[config.mk]
export PLATFORM = sky130hd
export DESIGN_NAME = if_id_stage
export DESIGN_NICKNAME = d
export VERILOG_FILES = /design/src/rtl/if_id_stage.sv
export SDC_FILE = /design/constraint.sdc
export NUM_CORES = 1
export LEC_CHECK = 0
export ABC_AREA = 1
export ABC_CLOCK_PERIOD_IN_PS = 2000
export CAP_MARGIN = 5
export CORE_MARGIN = 3
export CORE_UTILIZATION = 60
export DETAILED_ROUTE_END_ITERATION = 7
export DONT_BUFFER_PORTS = 1
export GPL_ROUTABILITY_DRIVEN = 0
export PLACE_DENSITY = 0.76
export SLEW_MARGIN = 10
export SYNTH_ARGS = -nofsm -noshare
export SYNTH_HDL_FRONTEND = slang
export SYNTH_SLANG_ARGS = --single-unit
[constraint.sdc]
create_clock -name clk -period 2 [get_ports clk]
set_input_delay 0.3 -clock clk [delete_from_list [all_inputs] [get_ports clk]]
set_output_delay 0.3 -clock clk [all_outputs]
set_load 0.01 [all_outputs]
[src/rtl/if_id_stage.sv]
// ---------------------------------------------------------------------------
// if_id_stage
// This is the instruction-fetch / instruction-decode pipeline register for the
// MIPS core. It holds the fetched instruction and its PC+4, and it exposes the
// decoded fields to the decode stage. It also finds load-use hazards: it holds
// fetch and sends one bubble into EX.
//
// Ports
//   clk, rst_n      single rising-edge clock, asynchronous active-low reset
//   in_valid        fetch presents a valid instruction
//   in_instr        fetched instruction word
//   in_pc4          PC+4 of the fetched instruction
//   stall           hold request from later stages
//   flush           taken branch/jump; discard the held instruction
//   in_ready        in_instr is accepted at this edge
//   out_valid       the ID register holds a real instruction
//   out_instr       held instruction word
//   out_pc4         held PC+4
//   opcode/rs/rt/rd/funct/imm16  combinational fields of out_instr
//   ext_sign        extension select for Sign_extend (0 zero-, 1 sign-extend)
//   load_use_stall  load-use hazard; EX takes a bubble this cycle
// ---------------------------------------------------------------------------
module if_id_stage #(
   parameter logic [31:0] NOP_INSTR = 32'h0000_0000
) (
   input  logic        clk,
   input  logic        rst_n,
   input  logic        in_valid,
   input  logic [31:0] in_instr,
   input  logic [31:0] in_pc4,
   input  logic        stall,
   input  logic        flush,
   output logic        in_ready,
   output logic        out_valid,
   output logic [31:0] out_instr,
   output logic [31:0] out_pc4,
   output logic [5:0]  opcode,
   output logic [4:0]  rs,
   output logic [4:0]  rt,
   output logic [4:0]  rd,
   output logic [5:0]  funct,
   output logic [15:0] imm16,
   output logic        ext_sign,
   output logic        load_use_stall
);

   // The load tracker describes the instruction that left ID on the previous
   // edge. A hazard exists only while the tracker holds a load and the
   // instruction in ID reads that load's destination. So the RUN/HAZARD state
   // is implied by the tracker contents, and no separate state register is kept.
   logic        ex_is_load_r;
   logic [4:0]  ex_rt_r;

   logic        rt_reader_s;
   logic        rs_hit_s;
   logic        rt_hit_s;
   logic        hazard_s;
   logic [31:0] cap_instr_s;
   logic        cap_sign_s;

   // Logical-immediate opcodes (andi/ori/xori/lui) zero-extend; all others sign-extend.
   function automatic logic sign_sel(input logic [5:0] op);
      case (op)
         6'h0C, 6'h0D, 6'h0E, 6'h0F: sign_sel = 1'b0;
         default:                    sign_sel = 1'b1;
      endcase
   endfunction

   assign opcode = out_instr[31:26];
   assign rs     = out_instr[25:21];
   assign rt     = out_instr[20:16];
   assign rd     = out_instr[15:11];
   assign funct  = out_instr[5:0];
   assign imm16  = out_instr[15:0];

   // Decide whether the instruction in ID reads rt as a source register.
   always_comb begin
      rt_reader_s = 1'b0;
      case (opcode)
         6'h00, 6'h04, 6'h05, 6'h2B: rt_reader_s = 1'b1;
         default:                    rt_reader_s = 1'b0;
      endcase
   end

   // Load-use detection. $0 is never a real dependency.
   always_comb begin
      rs_hit_s = (ex_rt_r == rs);
      rt_hit_s = rt_reader_s & (ex_rt_r == rt);
      hazard_s = out_valid & ex_is_load_r & (ex_rt_r != 5'd0) & (rs_hit_s | rt_hit_s);
   end

   // Choose the word that an advancing edge captures: a bubble becomes NOP_INSTR.
   always_comb begin
      if (in_valid) begin
         cap_instr_s = in_instr;
      end else begin
         cap_instr_s = NOP_INSTR;
      end
      cap_sign_s = sign_sel(cap_instr_s[31:26]);
   end

   assign load_use_stall = hazard_s;
   // A flush discards the fetched word too, so nothing is accepted on that edge.
   assign in_ready       = ~flush & ~stall & ~hazard_s;

   // ID register and load tracker, in edge priority flush > stall > hazard > advance.
   always_ff @(posedge clk or negedge rst_n) begin
      if (!rst_n) begin
         out_valid    <= 1'b0;
         out_instr    <= NOP_INSTR;
         out_pc4      <= 32'h0000_0000;
         ext_sign     <= 1'b1;
         ex_is_load_r <= 1'b0;
         ex_rt_r      <= 5'd0;
      end else if (flush) begin
         out_valid    <= 1'b0;
         out_instr    <= NOP_INSTR;
         out_pc4      <= 32'h0000_0000;
         ext_sign     <= 1'b1;
         ex_is_load_r <= 1'b0;
         ex_rt_r      <= 5'd0;
      end else if (stall) begin
         out_valid    <= out_valid;
         out_instr    <= out_instr;
         out_pc4      <= out_pc4;
         ext_sign     <= ext_sign;
         ex_is_load_r <= ex_is_load_r;
         ex_rt_r      <= ex_rt_r;
      end else if (hazard_s) begin
         // The dependent instruction stays in ID. The bubble goes into EX,
         // so the tracker no longer sees a load. This limits each load to one bubble.
         out_valid    <= out_valid;
         out_instr    <= out_instr;
         out_pc4      <= out_pc4;
         ext_sign     <= ext_sign;
         ex_is_load_r <= 1'b0;
         ex_rt_r      <= ex_rt_r;
      end else begin
         out_valid    <= in_valid;
         out_instr    <= cap_instr_s;
         out_pc4      <= in_pc4;
         ext_sign     <= cap_sign_s;
         ex_is_load_r <= out_valid & (opcode == 6'h23);
         ex_rt_r      <= rt;
      end
   end

endmodule

# ---- After elaboration in Yosys (flattened, before gate mapping)
# Cells that the tools add are included.
dict set report totals {
  input_bits 69
  output_inout_bits 111
  reg_bits 72
}
dict set report classes {
  mux 21
  bitwise 11
  n_eq_ne 12
  n_reduce_logical 5
}
# op n
set op_table {}
lappend op_table {{$mux 32} 7}
lappend op_table {{$eq 6x4->1 const B} 4}
lappend op_table {{$mux 5} 3}
lappend op_table {{$eq 6x3->1 const B} 2}
lappend op_table {{$eq 6x6->1 const B} 2}
lappend op_table {{$mux 1} 11}
lappend op_table {{$eq 5x5->1} 2}
lappend op_table {{$reduce_or 4->1} 2}
lappend op_table {{$and 1x1->1} 7}
lappend op_table {{$logic_not 6->1} 1}
lappend op_table {{$reduce_bool 5->1} 1}
lappend op_table {{$not 1->1} 3}
lappend op_table {{$ne 2x1->1 const B} 1}
lappend op_table {{$ne 2x2->1 const B} 1}
lappend op_table {{$reduce_and 2->1} 1}
lappend op_table {{$or 1x1->1} 1}

# ---- Depth between registers and ports, before layout
# Gate-level depths: netlist (run 1).
dict set report logic_depth {
  ltp_word 9
  depth_mapped 12
}

# ---- Least setup slack after synthesis (run 1)
# Ideal clock, no wire load.
dict set report synth_timing {
  path_kind {reg2out}
  from {register out_instr[22]}
  to {output port load_use_stall}
  arrival_time_ps 1278
  stages_incl_launch_ff 8
  setup_slack_ps 422
  n_path_buf 1
  cell_sequence {dfrtp_1 > or2_0 > a21oi_1 > nand3_1 > nand2_1 > nand2_2 > buf_2 > inv_1}
}
dict set report synth_between {
  elab_chain_cells 3
}
# item line
set synth_rtl {}
lappend synth_rtl {{from (decl)} 35} ;# output logic [31:0] out_instr,
lappend synth_rtl {{from (signal assigned)} 124} ;# out_instr <= out_instr;
lappend synth_rtl {{from (signal assigned)} 133} ;# out_instr <= out_instr;
lappend synth_rtl {{from (signal assigned)} 140} ;# out_instr <= cap_instr_s;
lappend synth_rtl {{$eq 5x5->1} 87} ;# rs_hit_s = (ex_rt_r == rs);
lappend synth_rtl {{$or 1x1->1} 89} ;# hazard_s = out_valid & ex_is_load_r & (ex_rt_r != 5'd0) & (rs_hit_s | rt_hit_s);
lappend synth_rtl {{$and 1x1->1} 89}
lappend synth_rtl {{to (decl)} 44} ;# output logic load_use_stall
# No other way between the ends.

# ---- Final worst setup path (run 1)
dict set report layout_timing {
  from {register ex_rt_r[1]}
  to {output port load_use_stall}
}
dict set report layout_between {
  elab_chain_cells 4
  elab_cells_between_ends 7
  classes_between {eq/ne: 2; bitwise: 4; reduce/logical: 1}
}
# item line
set layout_rtl {}
lappend layout_rtl {{from (decl)} 52} ;# logic [4:0] ex_rt_r;
lappend layout_rtl {{from (signal assigned)} 128} ;# ex_rt_r <= ex_rt_r;
lappend layout_rtl {{from (signal assigned)} 137} ;# ex_rt_r <= ex_rt_r;
lappend layout_rtl {{from (signal assigned)} 144} ;# ex_rt_r <= rt;
lappend layout_rtl {{$eq 5x5->1} 88} ;# rt_hit_s = rt_reader_s & (ex_rt_r == rt);
lappend layout_rtl {{$and 1x1->1} 88}
lappend layout_rtl {{$or 1x1->1} 89}
lappend layout_rtl {{$and 1x1->1 (*)} 89}
# Mark *: on every way between the ends. The rest lies on a longest branch, timed or not.

==> results.py, run 1 <==
metrics = {
    "logic_synthesis": {
        "synth_seq_cells": 72,
        "synth_cell_types": 23,
        "synth.area.top_cells": "dfrtp_1 (51%), nand2_1 (17%), buf_4 (9.2%)",
        "syn_area_um2": 3510,
        "synth.top_cell.area_share_pct": 50.6,
        "syn_inst": 414,
        "seq_area_frac_synth_pct": 51.4,
        "muxShareOfSynthArea_pct": 0,
        "synth_top_cell_by_area": "dfrtp_1",
        "yosys_warnings": 0,
        "synth-xor-area-share_pct": 1.75,
        "syn_avg_cell_area_um2": 8.48,
        "synth_top_family_by_area": "simple AND/OR/NAND/NOR gates",
        "yosys.area_share.simple_pct": 31.8,
        "synth_compound_area_share_pct": 0.285,
        "synth_nets": 483,
        "yosys.area_share.adder_pct": 0,
    },
    "routing": {
        "drt-initial-drc-count": 160,
        "drc_errors": 0,
        "avgViaCountPerCell": 5.81,
        "vias": 2668,
        "wl_met1_um": 3150,
        "top_layer": "met4",
        "wirelength_um": 8150,
        "wire_per_inst_um": 17.8,
        "detail-route-antenna-nets": 0,
        "wl_met3_um": 943,
        "firstDrtPassIters": 5,
        "met2_length_um": 3960,
    },
    "grt": {
        "grt_remaining_overflow": 0,
        "grt_pass1_wl_um": 12200,
        "grt_use_total_pct": 24.1,
        "grt_antenna_before_repair": 0,
        "grt_pass1_vias": 2505,
        "grt_max_degree": 73,
    },
    "job": {
        "drv_cap": 0,
    },
    "place": {
        "dp_slack_ns": 0.226,
        "place_area_um2": 3300,
        "port_buffers": 0,
        "hpwl_um": 5460,
    },
    "final_layout": {
        "fin_util_pct": 65.1,
        "antenna_cells": 0,
        "final_cell_mix": "nand2_1 (157), dfrtp_1 (66), nand3_1 (45)",
        "stdcell_area_um2": 3630,
        "layout_commonest_cell": "nand2_1",
        "drive_gt1_share_pct": 14.2,
        "area_growth_syn_to_layout_pct": 3.28,
        "fillCellCount": 471,
        "fin_nets": 451,
    },
    "clock_tree": {
        "cts_sinks": 72,
        "clk_latency_ns": 0.34,
        "htreeDepth": 3,
        "numCtsBuffers": 9,
        "clk_pin_slew_ns": 0.08,
        "cts_buffer_depth": 2,
        "cts_root_buf": "clkbuf_8",
        "cts_tree": "built",
    },
    "timing": {
        "tightestPinTransition_ns": 0.404,
        "maxSlewHeadroom_pct": 73.1,
        "fmax_mhz": 527,
        "setup_ws_ns": 0.103,
        "hold_viol": 0,
        "finalCritPeriodShare_pct": 94.8,
        "hold_slack_ns": 0.0963,
        "fin_crit_ns": 1.90,
        "slew_violations": 0,
        "fin_skew_ns": 0.0108,
        "final-setup-viol-count": 0,
    },
    "power": {
        "total_power_mw": 3.14,
        "pwr-share-seq_pct": 51.9,
        "p_comb_share_pct": 7.8,
        "internal_power_mw": 2.35,
        "leakage_nw": 1.99,
        "vdd_drop_max_v": 0.000568,
        "switching_share_pct": 25.2,
        "powerDensity_nw_per_um2": 865,
        "clock_power_share_pct": 40.3,
        "switchingPower_mw": 0.792,
    },
    "floorplanning": {
        "chipHeight_um": 82.5,
        "ios": 180,
        "fp.dieW_um": 82.5,
        "initial_core_util_pct": 63.0,
        "core_area_um2": 5570,
        "die-area_um2": 6810,
        "placementRows": 27,
    },
    "worst_setup_path": {
        "cp_slowest_cell": "dfrtp_1",
        "crit_path_max_incr_delay_ns": 0.42,
        "endpoint_kind": "output pin",
        "cp_cell_sequence": "or2_1, a21oi_2, nand3_1, nand2_2, nand2_4, inv_2, buf_4",
        "critical_path.top_delay_family": "simple AND/OR/NAND/NOR gates",
        "start_kind": "flip-flop",
        "setup.worst_path.class": "reg -> out",
        "cp_max_fo": 4,
        "critPathBufInv": 2,
        "arrival_ns": 1.60,
        "cp.required_ns": 1.70,
    },
    "outcome": {
        "status": "finished, final reports clean",
    },
    "worst_hold_path": {
        "hold_class": "in -> reg",
    },
}
state kept, by name (all words and copies together), names as in the netlist:
name,count
ex_is_load_r,1
ex_rt_r,5
ext_sign,1
out_instr,32
out_pc4,32
out_valid,1
timing repair:
item | in CTS | in global routing
setup buffers | 2 | 3
endpoints found under the hold margin | 72 | 0
gates resized for setup | 2 | 12
pin swaps | 0 | 4
hold buffers | 2 | 0
setup endpoints to repair | 2 | 2
synth_stat cells:
master / count
nor4_1: 1
o21ai_0: 1
xnor2_1: 2
buf_6: 7
nand4_1: 32
inv_1: 12
nand2_2: 1
buf_4: 43
nor2_1: 10
nand3_1: 45
a21oi_1: 1
buf_2: 7
dfrtp_1: 71
or2_0: 1
buf_1: 7
nand2_4: 1
nand3b_1: 1
clkbuf_1: 3
dfstp_2: 1
nor3_1: 2
nand2_1: 159
nand3_2: 1
xor2_1: 5
logic make-up (layout without fill, tap and decap cells):
| family | after synthesis | after routing |
|---|---|---|
| and+or+nand+nor | 254 | 254 |
| buffers and inverters | 79 | 52 |
| DFF | 72 | 72 |
| xor gates and xnor gates | 7 | 7 |
| AOI/OAI and AO/OA | 2 | 2 |
power groups by stage:
stage                     Sequential [mW]  Clock [mW]  Combinational [mW]
after floorplan                      1.63           0               0.211
after global placement               1.66           0               0.187
after detailed placement             1.66           0               0.196
after CTS                            1.63        1.29               0.238
after global routing                 1.64        1.37               0.278
final                                1.63        1.26               0.244
metrics by stage:
step / cells / setup TNS (ns)
CTS: 456 / 0
floorplan: 414 / 0
detailed placement: 436 / 0
finish: 459 / 0
global placement: 436 / 0
global route: 459 / -0.120
routing by layer:
metal  global-route usage (%)  vias to the layer above
li1                         -                     1232
met1                     30.7                     1252
met2                     39.1                      173
met3                     8.79                       11
met4                     5.88                        0
met5                        0                        -
final timing paths:
check | endpoint | slack (ns) | startpoint | cells after the start
setup / recovery | load_use_stall | 0.10 | ex_rt_r[1] | 7
hold / removal | out_pc4[12] | 0.1 | in_pc4[12] | 2
setup reg to reg | out_instr[12] | 0.14 | ex_rt_r[1] | 10
hold reg to reg | ext_sign | 0.50 | ext_sign | 2
max in group asynchronous | out_instr[17] | 1.17 | rst_n | 2
min in group asynchronous | out_instr[4] | 0.49 | rst_n | 2
area by class of cell:
class / instances / area [um^2] / area share [%]
clock buffer: 11 / 141 / 3.90
inverter: 12 / 45.0 / 1.24
clock inverter: 5 / 78.8 / 2.17
timing repair buffer: 24 / 244 / 6.73
multi-input combinational: 263 / 1220 / 33.6
sequential: 72 / 1810 / 49.9
tap: 72 / 90.1 / 2.48
Power figures use the tool's default switching activity.
==> run 2: changes to the inputs <==
--- a/config.mk
+++ b/config.mk
@@ -9,11 +9,10 @@
 export ABC_CLOCK_PERIOD_IN_PS = 2000
 export CAP_MARGIN = 5
 export CORE_MARGIN = 3
-export CORE_UTILIZATION = 60
+export CORE_UTILIZATION = 50
 export DETAILED_ROUTE_END_ITERATION = 7
 export DONT_BUFFER_PORTS = 1
 export GPL_ROUTABILITY_DRIVEN = 0
-export PLACE_DENSITY = 0.76
 export SLEW_MARGIN = 10
 export SYNTH_ARGS = -nofsm -noshare
 export SYNTH_HDL_FRONTEND = slang
==> run 2 against run 1 <==
Effect of this change:
- utilization shrank 9.0 points
- first-iteration DRC count shrank 34%
- sequential share of layout area fell by 0.63 points
- fmax shrank 3.1%
- via count decreased by 3.7%
- global-route usage down 4.0 points
- routed wire length decreased by 1.5%
- register-to-register slack barely moved
- largest power group unchanged
==> results.py, run 2 (synthesis gave the netlist of run 1 again) <==
metrics = {
    "outcome": {
        "status": "finished, final reports clean",
    },
    "worst_setup_path": {
        "endpoint_kind": "output pin",
        "setup.worst_path.class": "reg -> out",
        "cp_cell_sequence": "inv_1, nand2_1, nand2_1, nand2_1, nor2_1, nand3_1, nand2_2, nand2_4, inv_2, buf_6",
        "crit_top_cell": "nand2_1",
        "crit_path_max_incr_delay_ns": 0.48,
        "arrival_ns": 1.66,
        "cp_slowest_cell": "dfrtp_2",
        "start_kind": "flip-flop",
        "cp.required_ns": 1.70,
        "cp_max_fo": 8,
    },
    "timing": {
        "fmax_mhz": 511,
        "slew_violations": 0,
        "fin_crit_ns": 1.96,
        "fin_skew_ns": 0.0104,
        "hold_viol": 0,
        "setup_tns_ns": 0,
        "tightestPinTransition_ns": 0.461,
        "hold_slack_ns": 0.0893,
        "setup_ws_ns": 0.0415,
        "final-setup-viol-count": 0,
        "finalCritPeriodShare_pct": 97.9,
        "maxSlewHeadroom_pct": 69.2,
        "rsz0062_at_grt": "true",
    },
    "routing": {
        "drt-initial-drc-count": 105,
        "vias": 2568,
        "wire_per_inst_um": 16.7,
        "wirelength_um": 8030,
        "met2_length_um": 3650,
        "avgViaCountPerCell": 5.34,
        "drc_errors": 0,
        "top_layer": "met4",
        "wl_met3_um": 759,
        "detail-route-antenna-nets": 0,
        "firstDrtPassIters": 4,
        "wl_met1_um": 3520,
    },
    "final_layout": {
        "fillCellCount": 622,
        "final_cell_mix": "nand2_1 (157), dfrtp_1 (63), nand3_1 (45)",
        "layout_commonest_cell": "nand2_1",
        "largestRegisters": "out_instr: 32 flops, out_pc4: 32 flops, ex_rt_r: 5 flops",
        "stdcell_area_um2": 3680,
        "final_cells": 481,
        "antenna_cells": 0,
        "multiInputGateArea_um2": 1210,
        "seq_area_um2": 1810,
        "fin_util_pct": 56.0,
        "fin_nets": 452,
        "drive_gt1_share_pct": 15.2,
        "area_growth_syn_to_layout_pct": 4.81,
    },
    "grt": {
        "grt_antenna_before_repair": 0,
        "grt_remaining_overflow": 0,
        "grt_pass1_vias": 2414,
        "grt_pass1_wl_um": 13000,
        "grt_max_degree": 73,
        "grt_use_total_pct": 20.0,
    },
    "job": {
        "drv_cap": 0,
    },
    "power": {
        "total_power_mw": 3.28,
        "leakage_nw": 1.99,
        "vdd_drop_max_v": 0.000406,
        "powerDensity_nw_per_um2": 890,
    },
    "clock_tree": {
        "cts_sinks": 72,
        "cts_tree": "built",
        "numCtsBuffers": 9,
        "cts_root_buf": "clkbuf_8",
        "htreeDepth": 3,
        "clk_pin_slew_ns": 0.08,
        "cts_buffer_depth": 2,
        "clk_latency_ns": 0.34,
    },
    "place": {
        "port_buffers": 0,
        "hpwl_um": 5450,
        "place_area_um2": 3340,
        "dp_slack_ns": 0.236,
        "dp_cells": 459,
    },
    "floorplanning": {
        "ios": 180,
        "placementRows": 29,
        "chipHeight_um": 89.8,
        "core_area_um2": 6570,
        "fp.dieW_um": 89.8,
        "initial_core_util_pct": 53.5,
        "die-area_um2": 8060,
    },
    "worst_hold_path": {
        "hold_class": "in -> reg",
    },
}
## run 2: final cells by class
cell class	instances	share of cell area [%]
Clock buffer	11	3.84
Clock inverter	5	2.82
Tap cell	93	3.16
Multi-Input combinational cell	263	32.8
Inverter	12	1.22
Sequential cell	72	49.3
Timing Repair Buffer	25	6.83
## run 2: critical path: cells and delay by family (launching register included)
kind                   cells  cell delay [ns]
and+or+nand+nor            7             0.57
DFF                        1             0.48
buffers and inverters      3             0.25
## run 2: timing repair
| action | in CTS | in global routing |
|---|---|---|
| buffers inserted | 2 | 2 |
| pin swaps | 1 | 4 |
| cloned | 0 | 0 |
| hold buffers | 2 | 0 |
| gates resized for setup | 9 | 7 |
| hold endpoints to repair | 72 | 0 |
| endpoints found under the setup margin | 2 | 56 |
## run 2: path summary, 6_finish.rpt
check / startpoint / cells past startpoint / slack, ns / endpoint
max: out_instr[16] / 10 / 0.04 / load_use_stall
min: in_pc4[15] / 2 / 0.09 / out_pc4[15]
max reg2reg: out_instr[16] / 13 / 0.14 / out_pc4[26]
min reg2reg: ext_sign / 2 / 0.50 / ext_sign
max in group asynchronous: rst_n / 2 / 1.14 / out_instr[20]
min in group asynchronous: rst_n / 2 / 0.50 / out_instr[21]
## run 2: metal layers
metal / up-vias / track usage, %
met1: 1219 / 26.5
met3: 9 / 7.01
met5: - / 0
met4: 0 / 8.68
met2: 106 / 29.8
li1: 1234 / -
## run 2: power breakdown
part	total, mW	leakage (nW)	internal (mW)	switching (mW)
Combinational	0.240	0.908	0.0869	0.153
Sequential	1.63	0.957	1.52	0.108
Clock	1.41	0.124	0.864	0.543
==> run 3: changes to the inputs <==
--- a/config.mk
+++ b/config.mk
@@ -13,6 +13,7 @@
 export DETAILED_ROUTE_END_ITERATION = 7
 export DONT_BUFFER_PORTS = 1
 export GPL_ROUTABILITY_DRIVEN = 0
+export GPL_TIMING_DRIVEN = 0
 export SLEW_MARGIN = 10
 export SYNTH_ARGS = -nofsm -noshare
 export SYNTH_HDL_FRONTEND = slang
==> run 3 against run 2 <==
Effect of this change:
- via count is 6.8% higher
- sequential share of layout area decreased by 3.9 points
- total power rose by 2.3%
- die area unchanged
- clock skew about the same
- count of clock-buffer cells in the layout unchanged
- routed wire length is 11% higher
- utilization up 4.8 points
==> results.py, run 3 (synthesis gave the netlist of run 1 again) <==
metrics = {
    "outcome": {
        "status": "finished, final reports clean",
    },
    "place": {
        "dp_slack_ns": 0.192,
        "hpwl_um": 6230,
        "port_buffers": 0,
        "place_area_um2": 3630,
        "dp_cells": 507,
    },
    "grt": {
        "grt_use_total_pct": 21.9,
        "grt_remaining_overflow": 0,
        "grt_max_degree": 73,
        "grt_pass1_vias": 2595,
        "grt_antenna_before_repair": 0,
        "grt_pass1_wl_um": 14000,
    },
    "worst_setup_path": {
        "endpoint_kind": "output pin",
        "arrival_ns": 1.67,
        "cp.required_ns": 1.70,
        "setup.worst_path.class": "reg -> out",
        "start_kind": "flip-flop",
        "cp_max_fo": 6,
    },
    "routing": {
        "wire_per_inst_um": 16.8,
        "drt-initial-drc-count": 140,
        "drc_errors": 0,
        "detail-route-antenna-nets": 0,
        "vias": 2742,
        "wirelength_um": 8910,
        "avgViaCountPerCell": 5.15,
        "firstDrtPassIters": 4,
    },
    "final_layout": {
        "final_cell_mix": "nand2_1 (158), dfrtp_1 (62), buf_4 (50)",
        "drive_gt1_share_pct": 22.1,
        "largestRegisters": "out_instr: 32 flops, out_pc4: 32 flops, ex_rt_r: 5 flops",
        "stdcell_area_um2": 4000,
        "final_cells": 532,
        "antenna_cells": 0,
        "fin_nets": 503,
        "area_growth_syn_to_layout_pct": 13.8,
        "layout_commonest_cell": "nand2_1",
    },
    "timing": {
        "fmax_mhz": 507,
        "rsz0062_at_grt": "true",
        "fin_skew_ns": 0.0103,
        "hold_viol": 0,
        "fin_crit_ns": 1.97,
        "maxSlewHeadroom_pct": 64.2,
        "finalCritPeriodShare_pct": 98.7,
        "final-setup-viol-count": 0,
        "tightestPinTransition_ns": 0.537,
        "setup_ws_ns": 0.0262,
        "slew_violations": 0,
        "setup_tns_ns": 0,
    },
    "power": {
        "total_power_mw": 3.35,
        "leakage_nw": 2.20,
        "p_comb_share_pct": 9.0,
        "powerDensity_nw_per_um2": 839,
        "switching_share_pct": 25.1,
        "vdd_drop_max_v": 0.000495,
        "internal_power_mw": 2.51,
        "pwr-share-seq_pct": 48.3,
        "switchingPower_mw": 0.841,
        "clock_power_share_pct": 42.7,
    },
    "clock_tree": {
        "cts_sinks": 72,
        "clk_pin_slew_ns": 0.08,
        "cts_buffer_depth": 2,
        "numCtsBuffers": 9,
        "htreeDepth": 3,
        "clk_latency_ns": 0.35,
        "cts_tree": "built",
        "cts_root_buf": "clkbuf_8",
    },
    "worst_hold_path": {
        "hold_class": "in -> reg",
    },
    "floorplanning": {
        "initial_core_util_pct": 53.5,
        "ios": 180,
        "core_area_um2": 6570,
        "chipHeight_um": 89.8,
        "fp.dieW_um": 89.8,
        "placementRows": 29,
        "die-area_um2": 8060,
    },
    "job": {
        "drv_cap": 0,
    },
}
-- run 3: changes by cell type in the layout (fill, tap and decap cells not counted), moves of 3 or more --
| cell | before | now |
|---|---|---|
| nor2_2 | 4 | 1 |
| nor2_1 | 6 | 9 |
| buf_12 | 3 | 0 |
| buf_2 | 0 | 6 |
| buf_6 | 1 | 7 |
| clkbuf_1 | 1 | 4 |
| buf_4 | 19 | 50 |
| buf_1 | 0 | 7 |
-- run 3: per-stage QoR --
step / hold slack [ns] / util, %
after CTS: 0.0747 / 60.2
final: 0.0816 / 60.8
after global routing: 0.0791 / 60.8
after global placement: 0.00611 / 55.2
after floorplan: 0.00441 / -
after detailed placement: 0.00601 / 55.2
-- run 3: path summary, 6_finish.rpt --
path                                from        endpoint  slack, ns  cells past startpoint
hold reg to reg                 ext_sign        ext_sign       0.49                      2
setup reg to reg           out_instr[22]   out_instr[17]       0.15                     11
hold / removal                in_pc4[14]     out_pc4[14]       0.08                      2
max in group asynchronous          rst_n   out_instr[29]       1.17                      2
min in group asynchronous          rst_n    out_instr[2]       0.51                      2
setup / recovery           out_instr[22]  load_use_stall       0.03                      7
-- run 3: per-layer routing --
metal | track usage, % | vias up | wire length (um)
met3 | 8.68 | 11 | 916
met5 | 0 | - | 0
met2 | 33.5 | 119 | 4100
li1 | - | 1337 | -
met1 | 28.7 | 1275 | 3770
met4 | 7.28 | 0 | 129
-- run 3: power by group through the flow --
stage / registers (mW) / clock network [mW] / logic, mW
2_1_floorplan: 1.63 / 0 / 0.211
3_3_place_gp: 1.65 / 0 / 0.248
3_5_place_dp: 1.65 / 0 / 0.253
4_1_cts: 1.62 / 1.44 / 0.300
5_1_grt: 1.63 / 1.52 / 0.338
6_report: 1.62 / 1.43 / 0.300
-- run 3: worst max-delay path, cell delays in order (launching register included) --
cell and delay, ns:
dfrtp_2 0.46, or2_0 0.23, a21oi_1 0.15, nand3_1 0.10, nand2_2 0.11, nand2_4 0.08
buf_8 0.14, inv_4 0.05
-- run 3: cell type report --
type | instances | area (um^2)
Fill cell | 587 | 2570
Sequential cell | 72 | 1810
Multi-Input combinational cell | 263 | 1200
Buffer | 67 | 484
Clock buffer | 11 | 141
Tap cell | 93 | 116
Clock inverter | 5 | 104
Timing Repair Buffer | 9 | 90.1
Inverter | 12 | 47.5
-- run 3: what timing repair did --
item | CTS | global route
buffers inserted | 3 | 4
setup endpoints to repair | 2 | 2
hold buffers | 2 | 0
resized for setup | 8 | 10
pin swaps | 2 | 6
endpoints found under the hold margin | 72 | 0
